### config.mk
export PLATFORM = sky130hd
export DESIGN_NAME = io_input_conditioner
export DESIGN_NICKNAME = d
export VERILOG_FILES = /design/src/rtl/io_input_conditioner.sv
export SDC_FILE = /design/constraint.sdc
export NUM_CORES = 1
export LEC_CHECK = 0
export CORE_MARGIN = 2
export CORE_UTILIZATION = 46
export DETAILED_ROUTE_END_ITERATION = 7
export PLACE_DENSITY = 0.75
export SYNTH_ARGS = -nofsm -noshare
export SYNTH_HDL_FRONTEND = slang
export SYNTH_SLANG_ARGS = --single-unit
### constraint.sdc
create_clock -name clk -period 1.7 [get_ports clk]
set_input_delay 0.34 -clock clk [delete_from_list [all_inputs] [get_ports clk]]
set_output_delay 0.34 -clock clk [all_outputs]
set_load 0.01 [all_outputs]
### src/rtl/io_input_conditioner.sv
// Board input conditioning: synchronizes switches and buttons, debounces buttons,
// latches button presses as write-1-to-clear events and exposes all of it on the CPU IO bus.
module io_input_conditioner #(
    parameter int DEBOUNCE_CYCLES = 1000000,
    parameter int CNT_W           = 20
) (
    input  logic        clk,
    input  logic        reset,
    input  logic [4:0]  btn_raw,
    input  logic [15:0] sw_raw,
    input  logic [31:0] io_address,
    input  logic        io_read_en,
    input  logic        io_write_en,
    input  logic [31:0] io_write_value,
    output logic [31:0] io_read_value,
    output logic [4:0]  btn_level,
    output logic [15:0] sw_level,
    output logic        press_irq
);

    localparam int NBTN = 5;
    localparam logic [CNT_W-1:0] CNT_MAX  = CNT_W'(DEBOUNCE_CYCLES - 1);
    localparam logic [CNT_W-1:0] CNT_ONE  = CNT_W'(1);
    localparam logic [CNT_W-1:0] CNT_ZERO = {CNT_W{1'b0}};
    localparam logic [31:0] ADDR_SW    = 32'd1;
    localparam logic [31:0] ADDR_BTN   = 32'd2;
    localparam logic [31:0] ADDR_PRESS = 32'd3;

    logic [4:0]       btn_meta_r;
    logic [4:0]       btn_sync_r;
    logic [15:0]      sw_meta_r;
    logic [15:0]      sw_sync_r;
    logic [CNT_W-1:0] cnt_r [NBTN];
    logic [CNT_W-1:0] cnt_nxt_s [NBTN];
    logic [4:0]       stable_r;
    logic [4:0]       stable_nxt_s;
    logic [4:0]       stable_d_r;
    logic [4:0]       press_events_r;
    logic [4:0]       events_nxt_s;
    logic [4:0]       rise_s;
    logic [4:0]       clear_s;
    logic             press_irq_r;
    logic [31:0]      read_value_r;
    logic [31:0]      read_nxt_s;
    logic             unused_s;

    assign unused_s = ^io_write_value[31:5];

    // Per-button debounce: count while sync disagrees with stable, accept at the limit.
    always_comb begin
        stable_nxt_s = stable_r;
        for (int i = 0; i < NBTN; i++) begin
            cnt_nxt_s[i] = CNT_ZERO;
            if (btn_sync_r[i] == stable_r[i]) begin
                cnt_nxt_s[i] = CNT_ZERO;
            end else if (cnt_r[i] >= CNT_MAX) begin
                // >= rather than == keeps the counter from ever wrapping
                stable_nxt_s[i] = btn_sync_r[i];
                cnt_nxt_s[i]    = CNT_ZERO;
            end else begin
                cnt_nxt_s[i] = cnt_r[i] + CNT_ONE;
            end
        end
    end

    // Press events: rising edges of the debounced level set, CPU writes of 1 clear; set wins.
    always_comb begin
        rise_s = stable_r & ~stable_d_r;
        if (io_write_en && (io_address == ADDR_PRESS)) begin
            clear_s = io_write_value[4:0];
        end else begin
            clear_s = 5'b00000;
        end
        events_nxt_s = (press_events_r & ~clear_s) | rise_s;
    end

    // CPU read mux; the returned value only changes on a read strobe.
    always_comb begin
        read_nxt_s = read_value_r;
        if (io_read_en) begin
            case (io_address)
                ADDR_SW:    read_nxt_s = {16'h0000, sw_sync_r};
                ADDR_BTN:   read_nxt_s = {16'h0000, stable_r, 11'b000_0000_0000};
                ADDR_PRESS: read_nxt_s = {27'h000_0000, press_events_r};
                default:    read_nxt_s = 32'h0000_0000;
            endcase
        end else begin
            read_nxt_s = read_value_r;
        end
    end

    // All state registers; reset overrides every other update.
    always_ff @(posedge clk) begin
        if (reset) begin
            btn_meta_r     <= 5'b00000;
            btn_sync_r     <= 5'b00000;
            sw_meta_r      <= 16'h0000;
            sw_sync_r      <= 16'h0000;
            stable_r       <= 5'b00000;
            stable_d_r     <= 5'b00000;
            press_events_r <= 5'b00000;
            press_irq_r    <= 1'b0;
            read_value_r   <= 32'h0000_0000;
            for (int i = 0; i < NBTN; i++) begin
                cnt_r[i] <= CNT_ZERO;
            end
        end else begin
            btn_meta_r     <= btn_raw;
            btn_sync_r     <= btn_meta_r;
            sw_meta_r      <= sw_raw;
            sw_sync_r      <= sw_meta_r;
            stable_r       <= stable_nxt_s;
            stable_d_r     <= stable_r;
            press_events_r <= events_nxt_s;
            press_irq_r    <= |press_events_r;
            read_value_r   <= read_nxt_s;
            for (int i = 0; i < NBTN; i++) begin
                cnt_r[i] <= cnt_nxt_s[i];
            end
        end
    end

    assign btn_level     = stable_r;
    assign sw_level      = sw_sync_r;
    assign press_irq     = press_irq_r;
    assign io_read_value = read_value_r;

endmodule

==> run_results.csv <==
group,metric,value,unit
run_status,status,"finished, violations left",
run_status,violations,"setup timing",
synth,synth_top_area_share,50.26,%
run,drv_cap,0,
route,highest_layer,"met4",
sta,fin_skew,0.006534,ns
synth,synth-main-ff-cell,"dfxtp_1",
route,routed_wl,17750,um
critical_path,crit_path_start_kind,"flop",
critical_path,path_max_fanout,5,
final_layout,synthToLayoutAreaGrowth,42.79,%
route,wl_per_cell,15.48,um
clock_tree,path_clk_slew,0.07,ns
floorplan,initial_core_util,47.33,%
sta,slew_headroom,62.71,%
final_layout,instances_no_fill,1147,
synth,post_synth_fa_ha_maj_area_fraction,0.9027,%
worst_hold_path,hold_path_depth,2,
final_layout,final.fill_count,1088,
floorplan,chipWidth,126.7,um
power,total_power,8.480,mW
synth,synth_most_common_cell,"dfxtp_1",
critical_path,endpoint_kind,"flop",
clock_tree,hold_buffers,0,
critical_path,crit_start,"cnt_r[0][91]$_SDFF_PP0_",
synth,synthesis.area,6930,um2
sta,finalSetupViolCount,74,
final_layout,layout.nets,1044,
route,dr_wl_met3,985,um
critical_path,cp.required,2.07,ns
global_routing,grt_pass1_wl,26920,um
clock_tree,cts_root_buf,"clkbuf_16",
synth,synth-edff-count,0,
synth,synthArstFlopShare,0,%
route,firstDrtPassIters,5,
global_routing,antenna_found_initial,0,
placement,port-buffer-count,99,
sta,hold_viol,0,
final_layout,drive_gt1_share,25.55,%
placement,dp_hpwl,11020,um
worst_hold_path,hp-class,"primary input to flop",
sta,layout_setup_ws,-0.1996,ns
synth,synthMuxAreaShare,1.101,%
floorplan,core-area,14640,um2
synth,yosys-top-cells-count,"dfxtp_1 (174), nor2_1 (133), xor2_1 (49)",
route,drc,0,
route,postRouteAntennaNets,0,
synth,synthSimpleGateAreaFrac,26.61,%
floorplan,rows,44,
clock_tree,cts_buffer_depth,2,
sta,period_share,111.7,%
sta,fin_crit,1.900,ns
synth,netlist_instances,759,
synth,ys_types,44,
clock_tree,cts.sinks,174,
critical_path,slowest_stage,"or4_4",
global_routing,grt_start_max_net_pins,26,
power,power_density,856.9,nW/um2
synth,synth_top_family_by_area,"simple AND/OR/NAND/NOR gates",
sta,max_slew.worst_pin.slew,0.5594,ns
critical_path,cp_slowest_stage_delay,0.55,ns
critical_path,ff2ff_path_depth,6,
sta,max_freq,526.4,MHz
critical_path,r2r_end,"cnt_r[0][85]$_SDFF_PP0_",
critical_path,r2r_start,"cnt_r[0][91]$_SDFF_PP0_",
synth,ys_seq_elements,174,
clock_tree,htreeDepth,4,
global_routing,grt_util_all_layers,20.91,%
worst_hold_path,min_from,"reset",
floorplan,io_pins,143,
route,wl_met2,8793,um
synth,yosys.area.top_type,"dfxtp_1",
synth,yosysWarnings,0,
synth,synth_compound_area_share,4.947,%
final_layout,diodes,0,
floorplan,die_h,126.7,um
worst_hold_path,holdPathEnd,"sw_level[13]$_SDFF_PP0_",
critical_path,path_cells,"or4_4, o2111ai_4, o21ai_2, buf_6, or3_4, nor2_2",
route,via_count,6040,
power,ir_drop,0.6242,mV
synth,seq_area_frac_synth,50.26,%
sta,slew_violations,0,
critical_path,arrival,2.27,ns
route,wl_met1,7508,um
global_routing,overflow,0,
clock_tree,clkLatencyLatePin,0.43,ns
global_routing,grt_pass1_vias,5724,
clock_tree,cts_tree,"done",
sta,rsz0062_at_grt,"true",
route,avgViaCountPerCell,5.266,
placement,routabilityCongestion,0.7789,
synth,synth.avg_cell_area,9.131,um2
synth,synthXorXnorAreaFrac,11.37,%
clock_tree,cts_buffers,17,
critical_path,reg2reg_slack,-0.20,ns
synth,synthTopCellsByArea,"dfxtp_1 (50%), nor2_1 (7.2%), xor2_1 (6.2%)",
floorplan,die-area,16060,um2
critical_path,critPathKind,"flop to flop",
placement,placed_cells,1091,
power,p_leak,3.746,nW
route,first_iter_violations,291,
## flip-flops by register name, indices dropped and copies added (netlist names), 16 cells and up
register       cells
sw_level          16
cnt_r            100
sw_meta_r         16
io_read_value     16
## routing by layer
metal  vias to the layer above  GRT usage [%]
li1                       2953              -
met1                      2863          25.36
met2                       182          35.48
met3                        42          5.525
met4                         0          8.403
met5                         -              0
## power by group
group	switching (mW)	internal, mW
logic	0.179	0.230
registers	0.0242	4.12
clock network	1.71	2.22
total	1.91	6.57
## worst max path at each step
stage / end / slack (ns) / cells after the start
after floorplan: cnt_r[0][71]$_SDFF_PP0_ / -0.08 / 6
after global placement: press_events_r[0]$_SDFF_PP0_ / -0.35 / 7
after detailed placement: io_read_value[7]$_SDFFE_PP0P_ / -0.39 / 8
after CTS: cnt_r[0][74]$_SDFF_PP0_ / -0.20 / 5
after global routing: cnt_r[0][99]$_SDFF_PP0_ / -0.24 / 6
final: cnt_r[0][85]$_SDFF_PP0_ / -0.20 / 6
## per-stage QoR
step	setup slack, ns	hold WS, ns	util [%]	setup TNS, ns	area, um2
after global placement	-0.3466	0.3953	58.50	-15.52	8567
after CTS	-0.1981	0.3573	64.10	-6.984	9387
after floorplan	-0.08337	0.3908	-	-3.090	7042
final	-0.1996	0.3990	67.58	-7.737	9896
after detailed placement	-0.3949	0.4036	58.50	-17.76	8567
after global routing	-0.2439	0.3937	67.58	-12.80	9896
## cells by family (layout without fill, tap and decap cells)
group,after synthesis,after routing
AO/OA/AOI/OAI,54,54
XOR/XNOR,90,90
adder cells (fa/ha/maj),5,5
buffers and inverters,63,243
flip-flops,174,174
multiplexers,7,7
other,1,16
AND/OR/NAND/NOR,365,374
## worst max-delay path, delay by kind of cell (launching register included)
family | cells | cell delay [ns]
buffers and inverters | 1 | 0.13
AO/OA/AOI/OAI | 2 | 0.32
flip-flops | 1 | 0.34
AND/OR/NAND/NOR | 3 | 1.05
## layout by cell type (no fill, tap or decap), types with 17 or more instances in the layout
cell type,n
dfxtp_1,160
buf_4,79
clkdlybuf4s50_1,72
nor2_1,70
xor2_1,48
nor2b_1,45
nor2_2,44
nand2_1,44
xnor2_1,41
nand4_1,36
nand3_1,35
inv_1,20
clkbuf_16,20
nor2_4,19
a21oi_1,17
## timing repair
item,CTS,global route
resized for setup,56,116
buffers inserted,7,4
gates cloned,11,4
setup endpoints to repair,119,124
pin swaps,16,61
## area by class of cell
class                   count  area, um2  share of cell area [%]
clock buffers              17      425.4                   4.299
clock inverters            15      173.9                   1.757
inverters                  20      75.07                  0.7586
multi-input cells         546       3691                   37.30
flip-flops and latches    174       3508                   35.45
well taps                 184      230.2                   2.326
repair buffers            191       1792                   18.11
Note: power is estimated with default switching activity, not from simulation.
